`config.mk`:
```
export PLATFORM = sky130hd
export DESIGN_NAME = bch_encoder
export DESIGN_NICKNAME = d
export VERILOG_FILES = /design/src/rtl/bch_encoder.sv
export SDC_FILE = /design/constraint.sdc
export NUM_CORES = 1
export LEC_CHECK = 0
export CAP_MARGIN = 20
export CORE_ASPECT_RATIO = 0.75
export CORE_MARGIN = 2
export CORE_UTILIZATION = 50
export CTS_BUF_LIST = sky130_fd_sc_hd__clkbuf_8
export DETAILED_ROUTE_END_ITERATION = 8
export GPL_TIMING_DRIVEN = 1
export PLACE_DENSITY = 0.79
export RECOVER_POWER = 25
export SYNTH_ARGS = -nofsm -noshare
export SYNTH_HDL_FRONTEND = slang
export SYNTH_SLANG_ARGS = --single-unit
```
`constraint.sdc`:
```
create_clock -name clk -period 1.2 [get_ports clk]
set_clock_uncertainty 0.05 [all_clocks]
set_input_delay 0.12 -clock clk [delete_from_list [all_inputs] [get_ports clk]]
set_output_delay 0.12 -clock clk [all_outputs]
set_load 0.005 [all_outputs]
```
`src/rtl/bch_encoder.sv`:
```
// Systematic BCH(63,51) t=2 encoder: 51 message bits pass straight
// through, then 12 parity bits are shifted out of the divider register.
module bch_encoder #(
   parameter int          N        = 63,
   parameter int          K        = 51,
   parameter logic [12:0] GEN_POLY = 13'b1010100111001
) (
   input  logic clk,
   input  logic rst,
   input  logic in_valid,
   input  logic in_data,
   output logic in_ready,
   output logic out_valid,
   output logic out_data,
   input  logic out_ready
);

   localparam int PW = N - K;

   localparam logic [0:0] ST_MSG    = 1'b0;
   localparam logic [0:0] ST_PARITY = 1'b1;

   localparam logic [5:0] LAST_MSG = 6'(K - 1);
   localparam logic [5:0] LAST_BIT = 6'(N - 1);

   logic [0:0]    state_q,  state_d;
   logic [PW-1:0] parity_q, parity_d;
   logic [5:0]    cnt_q,    cnt_d;

   logic in_xfer;
   logic par_xfer;
   logic fb;
   logic in_msg;

   assign in_msg = (state_q == ST_MSG);

   // Handshake and data mux; everything is held off while in reset
   always_comb begin
      in_ready  = 1'b0;
      out_valid = 1'b0;
      out_data  = parity_q[PW-1];
      if (in_msg) begin
         out_data = in_data;
      end
      if (rst) begin
         if (in_msg) begin
            in_ready  = out_ready;
            out_valid = in_valid;
         end else begin
            out_valid = 1'b1;
         end
      end
   end

   assign in_xfer  = rst & in_msg & in_valid & out_ready;
   assign par_xfer = rst & ~in_msg & out_ready;
   assign fb       = in_data ^ parity_q[PW-1];

   // Divider update while message streams, plain shift while parity drains
   always_comb begin
      state_d  = state_q;
      parity_d = parity_q;
      cnt_d    = cnt_q;
      if (in_xfer) begin
         parity_d = {parity_q[PW-2:0], 1'b0}
                  ^ (fb ? GEN_POLY[PW-1:0] : '0);
         cnt_d    = cnt_q + 6'd1;
         if (cnt_q == LAST_MSG) begin
            state_d = ST_PARITY;
         end
      end else if (par_xfer) begin
         parity_d = {parity_q[PW-2:0], 1'b0};
         cnt_d    = cnt_q + 6'd1;
         if (cnt_q == LAST_BIT) begin
            cnt_d    = '0;
            parity_d = '0;
            state_d  = ST_MSG;
         end
      end
   end

   // State registers with synchronous active-low reset
   always_ff @(posedge clk) begin
      if (!rst) begin
         state_q  <= ST_MSG;
         parity_q <= '0;
         cnt_q    <= '0;
      end else begin
         state_q  <= state_d;
         parity_q <= parity_d;
         cnt_q    <= cnt_d;
      end
   end

endmodule

```
==> impl_metrics.sql, run 1 <==
INSERT INTO impl_metrics (metric_group, metric, value, unit) VALUES
('power_and_ir_drop', 'seqPwrFrac', '0.509', ''),
('synth', 'synth_top_family_by_area', 'simple AND/OR/NAND/NOR gates', ''),
('timing', 'max_slew.worst_pin.slew', '0.273', 'ns'),
('timing', 'finalHoldViolations', '0', ''),
('die', 'num_rows', '13', ''),
('finish', 'area.growth.synth_to_final', '55.3', '%'),
('cts', 'cts.sinks', '19', ''),
('place', 'dpl.cell_count', '139', ''),
('power_and_ir_drop', 'cellInternalPower', '0.966', 'mW'),
('place', 'gp_congestion', '0.799', ''),
('route', 'wl_per_cell', '15.5', 'um'),
('route', 'remaining_drc_errors', '0', ''),
('finish', 'layout-drive-gt1-share', '0.515', ''),
('synth', 'synth_cell_types', '31', ''),
('power_and_ir_drop', 'ir_worst_vdd', '0.000900', 'V'),
('timing', 'timing.final.ws_setup', '-0.204', 'ns'),
('route', 'drtPass1Iterations', '4', ''),
('global_routing', 'grt_pass1_vias', '768', ''),
('power_and_ir_drop', 'power_switching_share', '0.250', ''),
('route', 'wirelength', '2420', 'um'),
('global_routing', 'antenna_found_initial', '0', ''),
('hold_path', 'holdCritPathClass', 'reg2reg', ''),
('die', 'die_y', '40.3', 'um'),
('timing', 'setup_viol_count_final', '21', ''),
('power_and_ir_drop', 'design_power_total', '1.29', 'mW'),
('cts', 'cts_tree', 'built', ''),
('finish', 'final_cell_count_no_fill', '156', ''),
('global_routing', 'gr-usage-all-layers', '0.242', ''),
('timing', 'slew_headroom', '0.816', ''),
('die', 'floorplan.initialDensity', '0.520', ''),
('die', 'design.die.area', '0.00211', 'mm^2'),
('worst_setup_path', 'critical_path.endpoint_type', 'flop', ''),
('die', 'die_x', '52.4', 'um'),
('route', 'antenna_violating_nets_post_route', '0', ''),
('route', 'first_iter_violations', '17', ''),
('cts', 'clk_transition_reported_paths', '0.07', 'ns'),
('synth', 'synth.area.mux_share', '0.0128', ''),
('finish', 'diodes', '0', ''),
('place', 'hpwl', '1390', 'um'),
('cts', 'clk_path_buf_depth', '2', ''),
('cts', 'cts_inserted_buffers', '3', ''),
('synth', 'synth_simple_gate_area_share', '0.255', ''),
('power_and_ir_drop', 'net-switching-power', '0.323', 'mW'),
('die', 'io_pins', '8', ''),
('power_and_ir_drop', 'power.static_leakage', '0.513', 'nW'),
('finish', 'finish.utilization', '0.808', ''),
('synth', 'synth-seq-area-share', '0.432', ''),
('worst_setup_path', 'worst-setup-path-type', 'reg2reg', ''),
('global_routing', 'grt_first_pass_wirelength', '3490', 'um'),
('synth', 'mappedNetlistArea', '880', 'um^2'),
('timing', 'report.final.slew_viol_count', '0', ''),
('worst_setup_path', 'path_max_fanout', '7', ''),
('timing', 'final_min_period_over_clock_period', '1.17', ''),
('power_and_ir_drop', 'p_per_area', '943', 'mW/mm^2'),
('synth', 'xor_xnor_cell_area_share_of_the_yosys_netlist', '0.00996', ''),
('finish', 'final.fill_count', '105', ''),
('power_and_ir_drop', 'part_of_the_total_power_dissipated_in_the_clock_network', '0.349', ''),
('worst_setup_path', 'timing.critical_path.required', '1.30', 'ns'),
('synth', 'synth_compound_gate_area_share', '0.198', ''),
('cts', 'clock_latency', '0.26', 'ns'),
('worst_setup_path', 'critPathLaunchType', 'flop', ''),
('synth', 'number_of_flip_flops_and_latches_in_the_synthesized_netlist', '19', ''),
('route', 'drt-vias-per-instance', '5.66', ''),
('timing', 'final.hold.worst_slack', '0.416', 'ns'),
('route', 'via_count', '883', ''),
('synth', 'syn_avg_cell_area', '8.54', 'um^2'),
('synth', 'synthCells', '103', ''),
('flow_run', 'drv.max_cap_violation_count', '0', ''),
('status', 'run_status', 'complete, but fails checks', ''),
('global_routing', 'grt_start_max_net_pins', '15', ''),
('synth', 'yosys_warnings', '0', ''),
('timing', 'grt_setup_unrepaired', 'yes', ''),
('worst_setup_path', 'cp.arrival', '1.51', 'ns'),
('power_and_ir_drop', 'share_comb_of_total_power', '0.143', ''),
('global_routing', 'gr-total-overflow', '0', ''),
('cts', 'cts.root.buffer_cell', 'sky130_fd_sc_hd__clkbuf_8', ''),
('finish', 'final_nets', '142', ''),
('die', 'core_area', '0.00169', 'mm^2'),
('timing', 'max_freq', '0.712', 'GHz'),
('synth', 'yosys.area_share.adder', '0.0284', ''),
('timing', 'min_period', '1.40', 'ns'),
('cts', 'cts_htree_levels', '1', ''),
('place', 'place.port_buffers', '7', ''),
('synth', 'syn-num-nets', '110', ''),
('status', 'violations_in_the_final_reports', 'setup timing', '');
cell usage in the layout (no fill, tap or decap), types with 2 or more instances in the layout:
master                          netlist  routed
sky130_fd_sc_hd__or3_1                3       3
sky130_fd_sc_hd__a21oi_2              0       9
sky130_fd_sc_hd__a211oi_2             0       3
sky130_fd_sc_hd__dlygate4sd2_1        0       2
sky130_fd_sc_hd__a211oi_1             6       3
sky130_fd_sc_hd__o21ai_1              2       2
sky130_fd_sc_hd__and3_1               6       5
sky130_fd_sc_hd__buf_6                2       6
sky130_fd_sc_hd__nor4_1               5       3
sky130_fd_sc_hd__dfxtp_1             19      16
sky130_fd_sc_hd__nand2_2              0       5
sky130_fd_sc_hd__dfxtp_4              0       3
sky130_fd_sc_hd__clkbuf_8             0       3
sky130_fd_sc_hd__buf_4                0      21
sky130_fd_sc_hd__nor2_1               6       6
sky130_fd_sc_hd__a21oi_1             11       2
sky130_fd_sc_hd__nand2_1             15      10
cell usage after synthesis:
master,instances,area share
sky130_fd_sc_hd__clkbuf_1,1,0.0043
sky130_fd_sc_hd__buf_2,3,0.017
sky130_fd_sc_hd__buf_1,1,0.0043
sky130_fd_sc_hd__a2bb2o_1,1,0.011
sky130_fd_sc_hd__o21a_1,1,0.0085
sky130_fd_sc_hd__mux2_2,1,0.013
sky130_fd_sc_hd__a22oi_1,1,0.0085
sky130_fd_sc_hd__nand3_1,3,0.017
sky130_fd_sc_hd__buf_6,2,0.026
sky130_fd_sc_hd__nand2_1,15,0.064
sky130_fd_sc_hd__o31ai_1,1,0.0085
sky130_fd_sc_hd__o211a_1,1,0.011
sky130_fd_sc_hd__o21ai_0,1,0.0057
sky130_fd_sc_hd__o211ai_1,1,0.0085
sky130_fd_sc_hd__nand4_1,1,0.0071
sky130_fd_sc_hd__inv_1,3,0.013
sky130_fd_sc_hd__and3_1,6,0.043
sky130_fd_sc_hd__nor2_1,6,0.026
sky130_fd_sc_hd__nor4b_1,1,0.010
sky130_fd_sc_hd__or4_1,1,0.0085
sky130_fd_sc_hd__nor2b_1,1,0.0071
sky130_fd_sc_hd__and4b_4,1,0.016
sky130_fd_sc_hd__a211oi_1,6,0.051
sky130_fd_sc_hd__a21oi_1,11,0.063
sky130_fd_sc_hd__or3_1,3,0.021
sky130_fd_sc_hd__nor4_1,5,0.036
sky130_fd_sc_hd__dfxtp_1,19,0.43
sky130_fd_sc_hd__o21ai_2,1,0.010
sky130_fd_sc_hd__xor2_1,1,0.010
sky130_fd_sc_hd__o21ai_1,2,0.011
sky130_fd_sc_hd__ha_1,2,0.028
area by class of cell:
class | instances | area (um^2) | share of cell area
inverters | 3 | 13.8 | 0.0101
flip-flops and latches | 19 | 392 | 0.287
clock buffers | 3 | 41.3 | 0.0302
repair buffers | 34 | 290 | 0.212
clock inverters | 1 | 5.00 | 0.00366
well taps | 22 | 27.5 | 0.0201
multi-input cells | 74 | 597 | 0.437
state kept, by name, summed over array words and instances, names as in the netlist:
name	flops
parity_q	12
state_q	1
cnt_q	6
per-stage QoR:
stage          setup WS [ns]  setup TNS [ns]  cell area [um^2]
4_1_cts               -0.140           -1.22              1250
6_report              -0.204           -2.37              1370
3_5_place_dp          -0.418           -7.31              1100
3_3_place_gp          -0.352           -6.63              1100
2_1_floorplan      -0.000385       -0.000385               932
5_1_grt               -0.249           -3.30              1370
final timing paths:
kind	start	end	slack, ns	depth (start not counted)
setup reg to reg	state_q$_SDFFE_PN0P_	parity_q[0]$_SDFFE_PN0P_	-0.20	7
setup / recovery	state_q$_SDFFE_PN0P_	parity_q[0]$_SDFFE_PN0P_	-0.20	7
hold / removal	parity_q[10]$_SDFFE_PN0P_	parity_q[11]$_SDFFE_PN0P_	0.42	2
hold reg to reg	parity_q[10]$_SDFFE_PN0P_	parity_q[11]$_SDFFE_PN0P_	0.42	2
power by group through the flow:
stage	combinational (mW)	clock [mW]	sequential (mW)
2_1_floorplan	0.0802	0	0.669
3_3_place_gp	0.135	0	0.671
3_5_place_dp	0.141	0	0.671
4_1_cts	0.160	0.465	0.654
5_1_grt	0.195	0.504	0.657
6_report	0.184	0.449	0.655
logic make-up (layout without fill, tap and decap cells):
group	Yosys count	count (layout)
compound gates	27	27
mux	1	1
buf+inv	10	41
simple gates	43	43
flops	19	19
fa+ha+maj	2	2
xor+xnor	1	1
repair_timing:
action,CTS,global route
resized for setup,36,18
setup buffers,5,8
hold buffers,0,0
pin swaps,10,8
gates cloned,1,1
setup endpoints to repair,22,22
routing by layer:
metal / GRT usage / routed length (um)
met5: 0 / 0
met4: 0.0705 / 23
met3: 0.0821 / 90
met2: 0.406 / 1160
met1: 0.300 / 1140
critical path, stage by stage (launching register included):
cell	delay, ns
sky130_fd_sc_hd__dfxtp_4	0.38
sky130_fd_sc_hd__o211ai_1	0.13
sky130_fd_sc_hd__buf_4	0.18
sky130_fd_sc_hd__buf_6	0.13
sky130_fd_sc_hd__buf_4	0.13
sky130_fd_sc_hd__buf_6	0.11
sky130_fd_sc_hd__a22oi_2	0.14
sky130_fd_sc_hd__nor2b_1	0.06
(Power assumes the default switching activity.)
==> inputs of run 2 (changes only) <==
Settings changed: CTS_CLUSTER_DIAMETER set to 150, GPL_TIMING_DRIVEN 1 to 0, SKIP_CTS_REPAIR_TIMING set to 1.
==> impl_metrics.sql, run 2 (synthesized netlist as in run 1, its figures left out) <==
INSERT INTO impl_metrics (metric_group, metric, value, unit) VALUES
('route', 'first_iter_violations', '20', ''),
('power_and_ir_drop', 'power.static_leakage', '0.505', 'nW'),
('power_and_ir_drop', 'design_power_total', '1.30', 'mW'),
('place', 'detailed_place.area', '0.00102', 'mm^2'),
('route', 'wl_per_cell', '17.6', 'um'),
('finish', 'diodes', '0', ''),
('timing', 'finalHoldViolations', '0', ''),
('global_routing', 'grt_pass1_vias', '612', ''),
('timing', 'min_period', '1.43', 'ns'),
('place', 'hpwl', '1290', 'um'),
('power_and_ir_drop', 'ir_worst_vdd', '0.00101', 'V'),
('global_routing', 'gr-usage-all-layers', '0.183', ''),
('worst_setup_path', 'worst-setup-path-type', 'reg2reg', ''),
('die', 'io_pins', '8', ''),
('cts', 'cts_htree_levels', '1', ''),
('worst_setup_path', 'crit_path_top_delay_cell', 'sky130_fd_sc_hd__dfxtp_4', ''),
('timing', 'max_freq', '0.700', 'GHz'),
('die', 'die_y', '40.3', 'um'),
('global_routing', 'antenna_found_initial', '0', ''),
('worst_setup_path', 'timing.critical_path.required', '1.32', 'ns'),
('flow_run', 'drv.max_cap_violation_count', '0', ''),
('place', 'gp_congestion', '0.726', ''),
('die', 'design.die.area', '0.00211', 'mm^2'),
('die', 'num_rows', '13', ''),
('finish', 'area.growth.synth_to_final', '48.9', '%'),
('timing', 'grt_setup_unrepaired', 'yes', ''),
('cts', 'clk_path_buf_depth', '2', ''),
('cts', 'clock_latency', '0.26', 'ns'),
('place', 'dpl.cell_count', '131', ''),
('cts', 'clk_transition_reported_paths', '0.07', 'ns'),
('worst_setup_path', 'crit_chain', 'and4b_4 -> buf_6 -> buf_6 -> and3_4 -> nor4_2', ''),
('cts', 'cts_inserted_buffers', '3', ''),
('timing', 'final_min_period_over_clock_period', '1.19', ''),
('route', 'antenna_violating_nets_post_route', '0', ''),
('timing', 'timing.final.ws_setup', '-0.229', 'ns'),
('cts', 'cts.sinks', '19', ''),
('place', 'place.port_buffers', '6', ''),
('timing', 'setup_viol_count_final', '20', ''),
('die', 'die_x', '52.4', 'um'),
('finish', 'final.fill_count', '109', ''),
('finish', 'largest_reg_flops', '12', ''),
('finish', 'layout-drive-gt1-share', '0.427', ''),
('route', 'wirelength', '2570', 'um'),
('cts', 'cts_tree', 'built', ''),
('global_routing', 'grt_start_max_net_pins', '12', ''),
('status', 'violations_in_the_final_reports', 'setup timing', ''),
('timing', 'slew_headroom', '0.759', ''),
('worst_setup_path', 'critPathLaunchType', 'flop', ''),
('timing', 'setup_tns', '-3.18', 'ns'),
('worst_setup_path', 'critical_path.n_buffers_inverters', '2', ''),
('route', 'drt-vias-per-instance', '6.03', ''),
('finish', 'biggestRegsByFlops', 'parity_q x12, cnt_q x6, state_q x1', ''),
('worst_setup_path', 'path_max_fanout', '6', ''),
('hold_path', 'holdCritPathClass', 'in2reg', ''),
('finish', 'final_nets', '132', ''),
('worst_setup_path', 'critical_path.endpoint_type', 'flop', ''),
('route', 'via_count', '881', ''),
('timing', 'max_slew.worst_pin.slew', '0.359', 'ns'),
('cts', 'cts.root.buffer_cell', 'sky130_fd_sc_hd__clkbuf_8', ''),
('finish', 'layout.cells.most_common', 'sky130_fd_sc_hd__dfxtp_1', ''),
('worst_setup_path', 'max_stage_delay', '0.38', 'ns'),
('route', 'drtPass1Iterations', '4', ''),
('finish', 'final_cell_count_no_fill', '146', ''),
('die', 'floorplan.initialDensity', '0.520', ''),
('route', 'remaining_drc_errors', '0', ''),
('finish', 'design_area', '0.00131', 'mm^2'),
('place', 'post-place-ws', '-0.485', 'ns'),
('status', 'run_status', 'complete, but fails checks', ''),
('global_routing', 'grt_first_pass_wirelength', '2700', 'um'),
('timing', 'report.final.slew_viol_count', '0', ''),
('die', 'core_area', '0.00169', 'mm^2'),
('finish', 'largest-register', 'parity_q', ''),
('global_routing', 'gr-total-overflow', '0', ''),
('worst_setup_path', 'cp.arrival', '1.54', 'ns'),
('worst_setup_path', 'cpLargestDelayFamily', 'simple AND/OR/NAND/NOR gates', ''),
('worst_setup_path', 'critical_path.most_common_cell', 'sky130_fd_sc_hd__buf_6', ''),
('power_and_ir_drop', 'p_per_area', '991', 'mW/mm^2'),
('finish', 'commonest_cells_after_routing_fill_and_taps_aside', 'sky130_fd_sc_hd__dfxtp_1 (16), sky130_fd_sc_hd__nand2_1 (14), sky130_fd_sc_hd__a21oi_2 (8), sky130_fd_sc_hd__buf_6 (7), sky130_fd_sc_hd__nor2_1 (6)', '');
run 2: where the power goes:
part	internal [mW]	switching [mW]	total [mW]
combinational	0.0913	0.0941	0.185
sequential	0.642	0.0155	0.658
clock	0.231	0.224	0.455
run 2: final timing paths:
path,startpoint,slack (ns),to,cells after the start
hold / removal,rst,0.15,parity_q[0]$_SDFFE_PN0P_,2
setup reg to reg,state_q$_SDFFE_PN0P_,-0.23,parity_q[10]$_SDFFE_PN0P_,5
setup / recovery,state_q$_SDFFE_PN0P_,-0.23,parity_q[10]$_SDFFE_PN0P_,5
hold reg to reg,parity_q[6]$_SDFFE_PN0P_,0.40,parity_q[6]$_SDFFE_PN0P_,2
run 2: cell type report:
class / count / area (um^2) / area share
inverters: 3 / 13.8 / 0.0105
repair buffers: 17 / 178 / 0.136
clock buffers: 3 / 41.3 / 0.0315
clock inverters: 1 / 5.00 / 0.00382
flip-flops and latches: 19 / 389 / 0.297
plain buffers: 7 / 66.3 / 0.0506
well taps: 22 / 27.5 / 0.0210
multi-input cells: 74 / 589 / 0.450
run 2: per-layer routing:
| layer | vias up | part of all wire | global-route usage |
|---|---|---|---|
| met4 | 0 | 0.032 | 0.0577 |
| met1 | 414 | 0.43 | 0.233 |
| met3 | 14 | 0.047 | 0.0672 |
| met5 | - | 0 | 0 |
| li1 | 419 | - | - |
| met2 | 34 | 0.49 | 0.294 |
run 2: through the flow:
step	util	hold slack, ns
final	0.774	0.146
after global routing	0.774	0.169
after CTS	0.630	0.145
after detailed placement	0.603	0.394
after global placement	0.603	0.386
after floorplan	-	0.289
run 2: worst register-to-register path, cell delays in order (launching register included):
cell and delay [ns]:
sky130_fd_sc_hd__dfxtp_4 0.38, sky130_fd_sc_hd__and4b_4 0.22, sky130_fd_sc_hd__buf_6 0.14, sky130_fd_sc_hd__buf_6 0.13, sky130_fd_sc_hd__and3_4 0.16, sky130_fd_sc_hd__nor4_2 0.26
==> inputs of run 3 (changes only) <==
Settings changed: CORE_ASPECT_RATIO 0.75 to unset, CORE_UTILIZATION 50 to 52, PLACE_DENSITY 0.79 to 0.81, TNS_END_PERCENT set to 30.
==> impl_metrics.sql, run 3 (synthesized netlist as in run 1, its figures left out) <==
INSERT INTO impl_metrics (metric_group, metric, value, unit) VALUES
('route', 'first_iter_violations', '9', ''),
('die', 'floorplan.initialDensity', '0.571', ''),
('die', 'io_pins', '8', ''),
('die', 'die_y', '45.1', 'um'),
('die', 'num_rows', '14', ''),
('finish', 'final_nets', '124', ''),
('timing', 'timing.final.ws_setup', '-0.161', 'ns'),
('cts', 'cts_inserted_buffers', '3', ''),
('status', 'run_status', 'complete, but fails checks', ''),
('finish', 'biggestRegsByFlops', 'parity_q x12, cnt_q x6, state_q x1', ''),
('route', 'drtPass1Iterations', '4', ''),
('finish', 'commonest_cells_after_routing_fill_and_taps_aside', 'sky130_fd_sc_hd__nand2_1 (15), sky130_fd_sc_hd__dfxtp_1 (15), sky130_fd_sc_hd__a21oi_1 (11)', ''),
('die', 'die_x', '45.1', 'um'),
('power_and_ir_drop', 'power.static_leakage', '0.459', 'nW'),
('timing', 'finalHoldViolations', '0', ''),
('finish', 'final_cell_count_no_fill', '132', ''),
('cts', 'clk_path_buf_depth', '2', ''),
('place', 'post-place-ws', '-0.503', 'ns'),
('global_routing', 'grt_pass1_vias', '759', ''),
('route', 'remaining_drc_errors', '0', ''),
('finish', 'largest-register', 'parity_q', ''),
('timing', 'max_slew.worst_pin.slew', '0.346', 'ns'),
('finish', 'area.growth.synth_to_final', '27.5', '%'),
('timing', 'setup_tns', '-2.42', 'ns'),
('timing', 'setup_viol_count_final', '19', ''),
('power_and_ir_drop', 'p_per_area', '1110', 'mW/mm^2'),
('worst_setup_path', 'cpLargestDelayFamily', 'compound AO/OA/AOI/OAI gates', ''),
('timing', 'final_min_period_over_clock_period', '1.13', ''),
('place', 'gp_congestion', '0.759', ''),
('worst_setup_path', 'path_max_fanout', '10', ''),
('power_and_ir_drop', 'ir_worst_vdd', '0.000879', 'V'),
('cts', 'cts_htree_levels', '1', ''),
('cts', 'clk_transition_reported_paths', '0.07', 'ns'),
('worst_setup_path', 'cp.arrival', '1.46', 'ns'),
('cts', 'clock_latency', '0.26', 'ns'),
('finish', 'layout-drive-gt1-share', '0.233', ''),
('worst_setup_path', 'worst-setup-path-type', 'reg2reg', ''),
('hold_path', 'holdCritPathClass', 'in2reg', ''),
('worst_setup_path', 'crit_path_top_delay_cell', 'sky130_fd_sc_hd__dfxtp_2', ''),
('global_routing', 'grt_start_max_net_pins', '12', ''),
('place', 'detailed_place.area', '0.00101', 'mm^2'),
('die', 'design.die.area', '0.00204', 'mm^2'),
('status', 'violations_in_the_final_reports', 'setup timing', ''),
('worst_setup_path', 'critPathLaunchType', 'flop', ''),
('die', 'core_area', '0.00154', 'mm^2'),
('route', 'drt-vias-per-instance', '5.96', ''),
('timing', 'slew_headroom', '0.768', ''),
('route', 'via_count', '787', ''),
('worst_setup_path', 'max_stage_delay', '0.34', 'ns'),
('timing', 'grt_setup_unrepaired', 'yes', ''),
('route', 'wl_per_cell', '15.0', 'um'),
('worst_setup_path', 'timing.critical_path.required', '1.30', 'ns'),
('worst_setup_path', 'critical_path.endpoint_type', 'flop', ''),
('worst_setup_path', 'crit_chain', 'inv_2 -> ha_4 -> nand3_4 -> o21ai_4 -> buf_6 -> a21oi_1', ''),
('place', 'dpl.cell_count', '125', ''),
('cts', 'cts.root.buffer_cell', 'sky130_fd_sc_hd__clkbuf_8', ''),
('worst_setup_path', 'critical_path.n_buffers_inverters', '2', ''),
('global_routing', 'gr-total-overflow', '0', ''),
('route', 'antenna_violating_nets_post_route', '0', ''),
('timing', 'report.final.slew_viol_count', '0', ''),
('flow_run', 'drv.max_cap_violation_count', '0', ''),
('global_routing', 'antenna_found_initial', '0', ''),
('finish', 'diodes', '0', ''),
('global_routing', 'gr-usage-all-layers', '0.225', ''),
('timing', 'final.hold.worst_slack', '0.160', 'ns'),
('finish', 'design_area', '0.00112', 'mm^2'),
('timing', 'min_period', '1.36', 'ns'),
('cts', 'cts.sinks', '19', ''),
('route', 'wirelength', '1980', 'um'),
('finish', 'largest_reg_flops', '12', ''),
('cts', 'cts_tree', 'built', ''),
('global_routing', 'grt_first_pass_wirelength', '3260', 'um'),
('place', 'place.port_buffers', '6', ''),
('timing', 'max_freq', '0.734', 'GHz'),
('place', 'hpwl', '1290', 'um');
## run 3: final timing paths
check	end	slack, ns	from	cells after the start
worst min register to register	parity_q[1]$_SDFFE_PN0P_	0.41	parity_q[1]$_SDFFE_PN0P_	2
worst max-delay path	parity_q[2]$_SDFFE_PN0P_	-0.16	cnt_q[0]$_SDFFE_PN0P_	6
worst max register to register	parity_q[2]$_SDFFE_PN0P_	-0.16	cnt_q[0]$_SDFFE_PN0P_	6
worst min-delay path	parity_q[0]$_SDFFE_PN0P_	0.16	rst	2
## run 3: area by class of cell
type | instances | area (um^2)
tap | 16 | 20.0
timing repair buffer | 9 | 95.1
clock buffer | 3 | 41.3
sequential | 19 | 388
buffer | 7 | 62.6
clock inverter | 1 | 5.00
multi-input combinational | 74 | 498
fill | 119 | 420
inverter | 3 | 11.3
## run 3: power by group
group	total, mW	internal, mW	leakage [nW]	switching [mW]
Clock	0.448	0.231	0.0255	0.217
Combinational	0.136	0.0656	0.277	0.0704
Sequential	0.657	0.644	0.156	0.0124
Total	1.24	0.941	0.459	0.299
## run 3: per-layer routing
layer  track usage  vias to the layer above  wire, um  share of wire
li1              -                      399         -              -
met1         0.279                      374       882           0.45
met2         0.363                       12      1010           0.51
met3        0.0400                        2        71          0.036
met4         0.135                        0         8         0.0040
met5             0                        -         0              0
## run 3: stage by stage
step,power [mW],util
final,1.24,0.727
after global routing,1.29,0.727
after CTS,1.24,0.687
after global placement,0.789,0.657
after detailed placement,0.795,0.657
after floorplan,0.749,-
